**config.mk**
```make
export PLATFORM = sky130hd
export DESIGN_NAME = exi_capture
export DESIGN_NICKNAME = d
export VERILOG_FILES = /design/src/rtl/exi_capture.sv
export SDC_FILE = /design/constraint.sdc
export NUM_CORES = 2
export LEC_CHECK = 0
export CORE_MARGIN = 5
export CORE_UTILIZATION = 63
export DETAILED_ROUTE_END_ITERATION = 6
export GPL_TIMING_DRIVEN = 0
export PLACE_DENSITY = 0.84
export SLEW_MARGIN = 5
export SYNTH_ARGS = -nofsm -noshare
export SYNTH_HDL_FRONTEND = slang
export SYNTH_SLANG_ARGS = --single-unit
```
**constraint.sdc**
```tcl
create_clock -name clk -period 5.2 [get_ports clk]
set_input_delay 1.04 -clock clk [delete_from_list [all_inputs] [get_ports clk]]
set_output_delay 1.04 -clock clk [all_outputs]
set_load 0.02 [all_outputs]
```
**src/rtl/exi_capture.sv**
```systemverilog
// exi_capture: sniffs the EXI bus into MSB-first bytes and stores them in a buffer with a registered read port.
module exi_capture #(
  parameter int unsigned ADDR_W = 8,
  parameter bit STOP_ON_FULL = 1'b0
) (
  input  logic              clk,
  input  logic              rst,
  input  logic              exi_clk,
  input  logic              exi_cs,
  input  logic              exi_data,
  input  logic              arm,
  input  logic [ADDR_W-1:0] ram_addr,
  output logic [7:0]        ram_data,
  output logic [ADDR_W-1:0] exi_addr_track,
  output logic              full,
  output logic [7:0]        frame_count,
  output logic [7:0]        drop_count
);
  localparam int DEPTH = 1 << ADDR_W;
  typedef enum logic [1:0] {IDLE, ARMED, SHIFT, FULL} state_t;
  state_t state, state_n;
  logic [2:0] sck_s, cs_s, bit_cnt, bit_cnt_n;
  logic [1:0] dat_s;
  logic [7:0] shift, shift_n;
  logic [7:0] mem [DEPTH];
  logic [ADDR_W-1:0] wr_ptr;
  logic byte_done, byte_done_n, start, drop, wrap;
  logic sck_rise, cs_fall, cs_rise;
  always_ff @(negedge clk) begin
    sck_s <= {sck_s[1:0], exi_clk};
    cs_s  <= {cs_s[1:0], exi_cs};
    dat_s <= {dat_s[0], exi_data};
  end
  assign sck_rise = sck_s[1] & ~sck_s[2];
  assign cs_fall  = ~cs_s[1] & cs_s[2];
  assign cs_rise  = cs_s[1] & ~cs_s[2];
  assign wrap     = byte_done && (wr_ptr == '1);
  always_comb begin
    state_n = state;
    shift_n = shift;
    bit_cnt_n = bit_cnt;
    byte_done_n = 1'b0;
    start = 1'b0;
    drop = 1'b0;
    case (state)
      IDLE: state_n = arm ? ARMED : IDLE;
      ARMED: begin
        if (!arm) state_n = IDLE;
        else if (cs_fall) begin
          state_n = SHIFT;
          bit_cnt_n = '0;
          start = 1'b1;
        end
      end
      SHIFT: begin
        if (sck_rise) begin
          shift_n = {shift[6:0], dat_s[1]};
          bit_cnt_n = bit_cnt + 3'd1;
          byte_done_n = &bit_cnt;
        end
        // a bit arriving with cs_rise is shifted first, so a completing byte is not a drop
        if (cs_rise) begin
          drop = bit_cnt_n != 3'd0;
          bit_cnt_n = '0;
          state_n = arm ? ARMED : IDLE;
        end
      end
      default: ;
    endcase
    if (STOP_ON_FULL && wrap) begin
      state_n = FULL;
      start = 1'b0;
    end
  end
  always_ff @(negedge clk) begin
    if (rst) begin
      state <= IDLE;
      shift <= '0;
      bit_cnt <= '0;
      byte_done <= 1'b0;
      wr_ptr <= '0;
      exi_addr_track <= '1;
      full <= 1'b0;
      frame_count <= '0;
      drop_count <= '0;
      ram_data <= '0;
    end else begin
      state <= state_n;
      shift <= shift_n;
      bit_cnt <= bit_cnt_n;
      byte_done <= byte_done_n;
      frame_count <= start ? frame_count + 8'd1 : frame_count;
      drop_count <= (drop && drop_count != 8'hFF) ? drop_count + 8'd1 : drop_count;
      wr_ptr <= byte_done ? wr_ptr + ADDR_W'(1) : wr_ptr;
      exi_addr_track <= byte_done ? wr_ptr : exi_addr_track;
      full <= full | wrap;
      ram_data <= mem[ram_addr];
    end
  end
  // shift is stable during the write cycle because exi_clk runs at most clk/4
  always_ff @(negedge clk) begin
    if (!rst && byte_done) mem[wr_ptr] <= shift;
  end
endmodule

```
==> impl_metrics.py, run 1 <==
metrics = {
    "status": {
        "outcome": "aborted with a tool error",
        "haltStage": "global routing (5_1_grt)",
        "tool.error": "[ERROR GRT-0232] Routing congestion too high. Check the congestion heatmap in the GUI.",
    },
    "clock_tree": {
        "cts-buffers-inserted": 209,
        "htree_levels": 4,
        "ctsLongestPathBuffers": 3,
        "cts_sinks": 2111,
        "cts_root_buf": "clkbuf_16",
    },
    "synthesis": {
        "synth_area_mm2": 0.08217,
        "ys_types": 64,
        "syn_inst": 4101,
        "ys_seq_elements": 2111,
        "yosys.area.top_type": "edfxtp_1",
        "synth_edf_count": 2048,
        "ys_async_sr_fraction_pct": 0,
        "synth_top_area_share_pct": 74.85,
        "synthFlopType": "edfxtp_1",
        "avgSynthCellArea_um2": 20.04,
        "syn_nets": 4123,
        "yosys_warnings": 0,
        "synth.area.top_cells": "edfxtp_1 (75%), mux4_2 (11%), mux2i_1 (3.1%)",
        "ys_seq_area_share_pct": 76.38,
    },
    "die": {
        "initial_core_util_pct": 63.46,
        "ios": 47,
        "num_rows": 132,
        "fp.dieW_um": 371.1,
        "die_h_um": 371.1,
    },
    "sta": {
        "endpoint_type": "sequential cell input",
        "grt_worst_setup_endpoint": "ram_data[7]$_SDFF_NP0_/D",
    },
    "place": {
        "place.port_buffers": 43,
        "dpl_worst_slack_ps": -4200,
        "place_hpwl_mm": 166.2,
        "finalWeightedCongestion": 1.084,
    },
    "global_route": {
        "grt_max_degree": 103,
        "antenna_found_initial": 75,
        "grt.total_usage_pct": 73.37,
        "overflow": 19,
    },
}
==> metal layers <==
metal	GRT overflow	global-route usage, %
met5	0	53.81
met2	8	84.57
met4	10	71.10
met1	0	69.59
met3	1	67.70
==> logic make-up after synthesis <==
kind of cell,Yosys count,synth area share (%)
AOI/OAI and AO/OA,419,3.572
xor gates and xnor gates,19,0.2025
muxes,680,14.54
adders and majority gates,8,0.1218
and+or+nand+nor,587,3.213
DFF,2111,76.38
buffers and inverters,277,1.964
==> cell usage after synthesis, types with 6 or more instances <==
master and number:
buf_4 27, dfxtp_1 63, buf_6 38, a2111oi_0 6, nand4_1 14, o22ai_1 50
nand3_1 59, nand3b_1 7, nor2_1 306, clkbuf_1 131, o31ai_1 6, a22oi_1 63
mux2i_1 251, o21ai_0 47, o221ai_1 91, nand2b_1 8, mux4_2 409, buf_1 15
nand2_1 72, nor4_1 16, mux2_2 20, nor2b_1 14, a211oi_1 26, edfxtp_1 2048
o32ai_1 7, inv_1 14, and2_1 9, nor3_1 47, or3_1 12, ha_1 8
buf_2 36, xnor2_1 9, o2111ai_1 6, xor2_1 10, a21oi_1 81, buf_8 8
==> stage by stage <==
step / utilization, % / cell area [um^2] / hold WS, ps / std cells / setup TNS (ps)
3_3_place_gp: 65.74 / 85130 / 313.0 / 5886 / -8652290
2_1_floorplan: - / 82520 / 309.6 / 4101 / -3091
3_5_place_dp: 66.23 / 85760 / 312.8 / 5907 / -3520690
4_1_cts: 81.61 / 105700 / 321.8 / 8464 / -10450
==> repair_timing <==
action                                   CTS
hold endpoints to repair                   0
gates cloned                               2
pin swaps                                 74
endpoints found under the setup margin  2089
setup buffers                             71
gates resized for setup                  996
hold buffers                               0
==> run 2: changes to the inputs <==
--- a/config.mk
+++ b/config.mk
@@ -6,10 +6,10 @@
 export NUM_CORES = 2
 export LEC_CHECK = 0
 export CORE_MARGIN = 5
-export CORE_UTILIZATION = 63
+export CORE_UTILIZATION = 40
 export DETAILED_ROUTE_END_ITERATION = 6
 export GPL_TIMING_DRIVEN = 0
-export PLACE_DENSITY = 0.84
+export PLACE_DENSITY_LB_ADDON = 0.15
 export SLEW_MARGIN = 5
 export SYNTH_ARGS = -nofsm -noshare
 export SYNTH_HDL_FRONTEND = slang
==> impl_metrics.py, run 2 <==
metrics = {
    "global_route": {
        "grt.total_usage_pct": 27.40,
        "overflow": 0,
        "grt_pass1_vias": 57330,
        "grt_max_degree": 89,
        "grt_pass1_wl_mm": 407.9,
        "antenna_found_initial": 11,
    },
    "sta": {
        "maxSlewViolCount": 0,
        "rsz0062_at_grt": "true",
        "worstMarginPinSlew_ps": 1388,
        "hold_violations": 0,
        "max_slew_margin_pct": 7.460,
        "worst_clock_skew_ps": 61.81,
        "setup_ws_ps": -912.0,
        "setup_viol": 64,
    },
    "place": {
        "place_area_mm2": 0.08709,
        "finalWeightedCongestion": 0.9940,
        "placed_cells_incl_taps": 6860,
        "dpl_worst_slack_ps": -5704,
        "place_hpwl_mm": 191.0,
        "place.port_buffers": 43,
    },
    "setup_path": {
        "worstPathRequired_ps": 3270,
        "startpoint_type": "primary input",
        "critPathSlowestCell": "nand4_1",
        "critical_path_buf_inv_count": 4,
        "end_kind": "flop",
        "timing.critical_path.fanout_max": 10,
        "critPathArrivalTime_ps": 4180,
        "critPathTopFamily": "compound AO/OA/AOI/OAI gates",
        "slowest_delay_ps": 760,
        "critPathMostFrequentCell": "clkbuf_16",
        "critPathKind": "in -> reg",
        "worstPathCellList": "buf_6 > buf_12 > nor2b_4 > clkbuf_16 > clkbuf_16 > a22oi_2 > a211oi_4 > nand4_1 > o32ai_4",
    },
    "synthesis": {
        "ys_top_cells_by_count": "edfxtp_1 (2048), mux4_2 (409), nor2_1 (306)",
        "yosysMostFrequentCell": "edfxtp_1",
        "synth_area_mm2": 0.08217,
        "ys_types": 64,
        "yosys.area.top_type": "edfxtp_1",
        "syn_inst": 4101,
        "synth.area.top_cells": "edfxtp_1 (75%), mux4_2 (11%), mux2i_1 (3.1%)",
        "synth_top_area_share_pct": 74.85,
        "ys_seq_elements": 2111,
        "avgSynthCellArea_um2": 20.04,
        "ys_async_sr_fraction_pct": 0,
        "ys_seq_area_share_pct": 76.38,
        "yosys_warnings": 0,
        "synthFlopType": "edfxtp_1",
        "synth_edf_count": 2048,
        "syn_nets": 4123,
    },
    "finish": {
        "final_core_util_pct": 52.85,
        "syn2layout_area_growth_pct": 31.60,
        "nNetsFinal": 6649,
        "final_cells": 9513,
        "stdcell_area_mm2": 0.1081,
        "largest_reg_flops": 2048,
        "drive_above_1_share_pct": 22.85,
        "top_register": "mem",
        "multi_input_area_mm2": 0.02026,
        "final_common_cell": "inv_1",
        "n_fill_cell": 16940,
        "final_cell_mix": "inv_1 (2180), edfxtp_1 (2048), mux4_2 (409), mux2i_1 (244), clkbuf_16 (242)",
        "seq_area_mm2": 0.06280,
    },
    "die": {
        "fp.dieArea_mm2": 0.2146,
        "initial_core_util_pct": 40.16,
        "num_rows": 166,
        "ios": 47,
        "die_h_um": 463.2,
        "core-area_mm2": 0.2046,
        "fp.dieW_um": 463.2,
    },
    "flow_run": {
        "cap_violations": 0,
    },
    "power_and_ir_drop": {
        "ir_drop_uv": 367.4,
        "p_per_area_mw_per_mm2": 409.5,
        "finalPower_uw": 44280,
        "power.leakage_uw": 0.04325,
    },
    "status": {
        "violations": "negative setup slack",
        "outcome": "finished with violations",
    },
    "drt": {
        "wl_per_cell_um": 31.33,
        "routed-via-count": 53730,
        "antenna_left": 0,
        "dr.first_iter.drc_count": 7371,
        "vias_per_cell": 5.648,
        "drc": 0,
        "first_pass_iters": 6,
        "routed_wl_mm": 298.1,
    },
    "clock_tree": {
        "htree_levels": 4,
        "cts_sinks": 2111,
        "cts_root_buf": "clkbuf_16",
        "cts-buffers-inserted": 226,
        "ctsLongestPathBuffers": 3,
        "clk_pin_slew_ps": 30,
        "cts_tree": "yes",
        "ctsHoldBuffers": 0,
        "clk_latency_ps": 850,
    },
    "worst_hold_path": {
        "hp-class": "reg -> reg",
    },
}
run 2: cell counts after synthesis:
Identical to the previous run, type by type.
run 2: final timing paths:
kind                           from                     end  slack [ps]  depth (start not counted)
max                     ram_addr[4]  ram_data[4]$_SDFF_NP0_        -910                          9
max reg2reg  wr_ptr[5]$_SDFFE_NP0P_   mem[187][5]$_DFFE_NP_        1370                          5
min                 cs_s[0]$_DFF_N_         cs_s[1]$_DFF_N_         340                          0
min reg2reg         cs_s[0]$_DFF_N_         cs_s[1]$_DFF_N_         340                          0
run 2: metal layers:
| metal | global-route usage (%) | up-vias | part of all wire [%] |
|---|---|---|---|
| met5 | 0 | - | 0.0044 |
| met1 | 34.34 | 27580 | 38 |
| li1 | - | 22130 | - |
| met3 | 10.58 | 702 | 11 |
| met2 | 40.05 | 3312 | 45 |
| met4 | 17.22 | 2 | 5.8 |
run 2: cell type report:
type	instances	share of cell area (%)
repair buffers	197	2.413
inverters	15	0.06133
clock buffers	229	5.300
well taps	2688	3.110
plain buffers	252	2.881
flip-flops and latches	2111	58.07
diodes	3	0.006943
clock inverters	2305	9.419
multi-input cells	1713	18.74
run 2: per-stage QoR:
| stage | setup TNS [ps] | hold WS [ps] |
|---|---|---|
| 2_1_floorplan | -3091 | 309.6 |
| 3_3_place_gp | - | 321.7 |
| 3_5_place_dp | -3639350 | 331.4 |
| 4_1_cts | -6086 | 338.7 |
| 5_1_grt | -6653 | 351.1 |
| 6_report | -7207 | 337.0 |
run 2: worst reg2reg max path: cells and delay by family (launching register included):
kind / cells / cell delay, ps
buffers and inverters: 2 / 1200
AND/OR/NAND/NOR: 3 / 1910
flip-flops: 1 / 320
run 2: repair_timing:
action	CTS	global route
pin swaps	79	50
buffers inserted	94	34
resized for setup	864	132
endpoints found under the setup margin	2089	789
run 2: kinds of logic after synthesis:
family,synth area share [%]
xor gates and xnor gates,0.2025
adders and majority gates,0.1218
AOI/OAI and AO/OA,3.572
buffers and inverters,1.964
DFF,76.38
muxes,14.54
and+or+nand+nor,3.213
run 2: where the power goes:
| group | internal, uW | switching, uW | leakage, uW |
|---|---|---|---|
| registers | 18500 | 5.22 | 0.0195 |
| clock network | 12500 | 11300 | 0.0152 |
| logic | 737 | 1240 | 0.00856 |
Note: power is estimated with default switching activity, not from simulation.
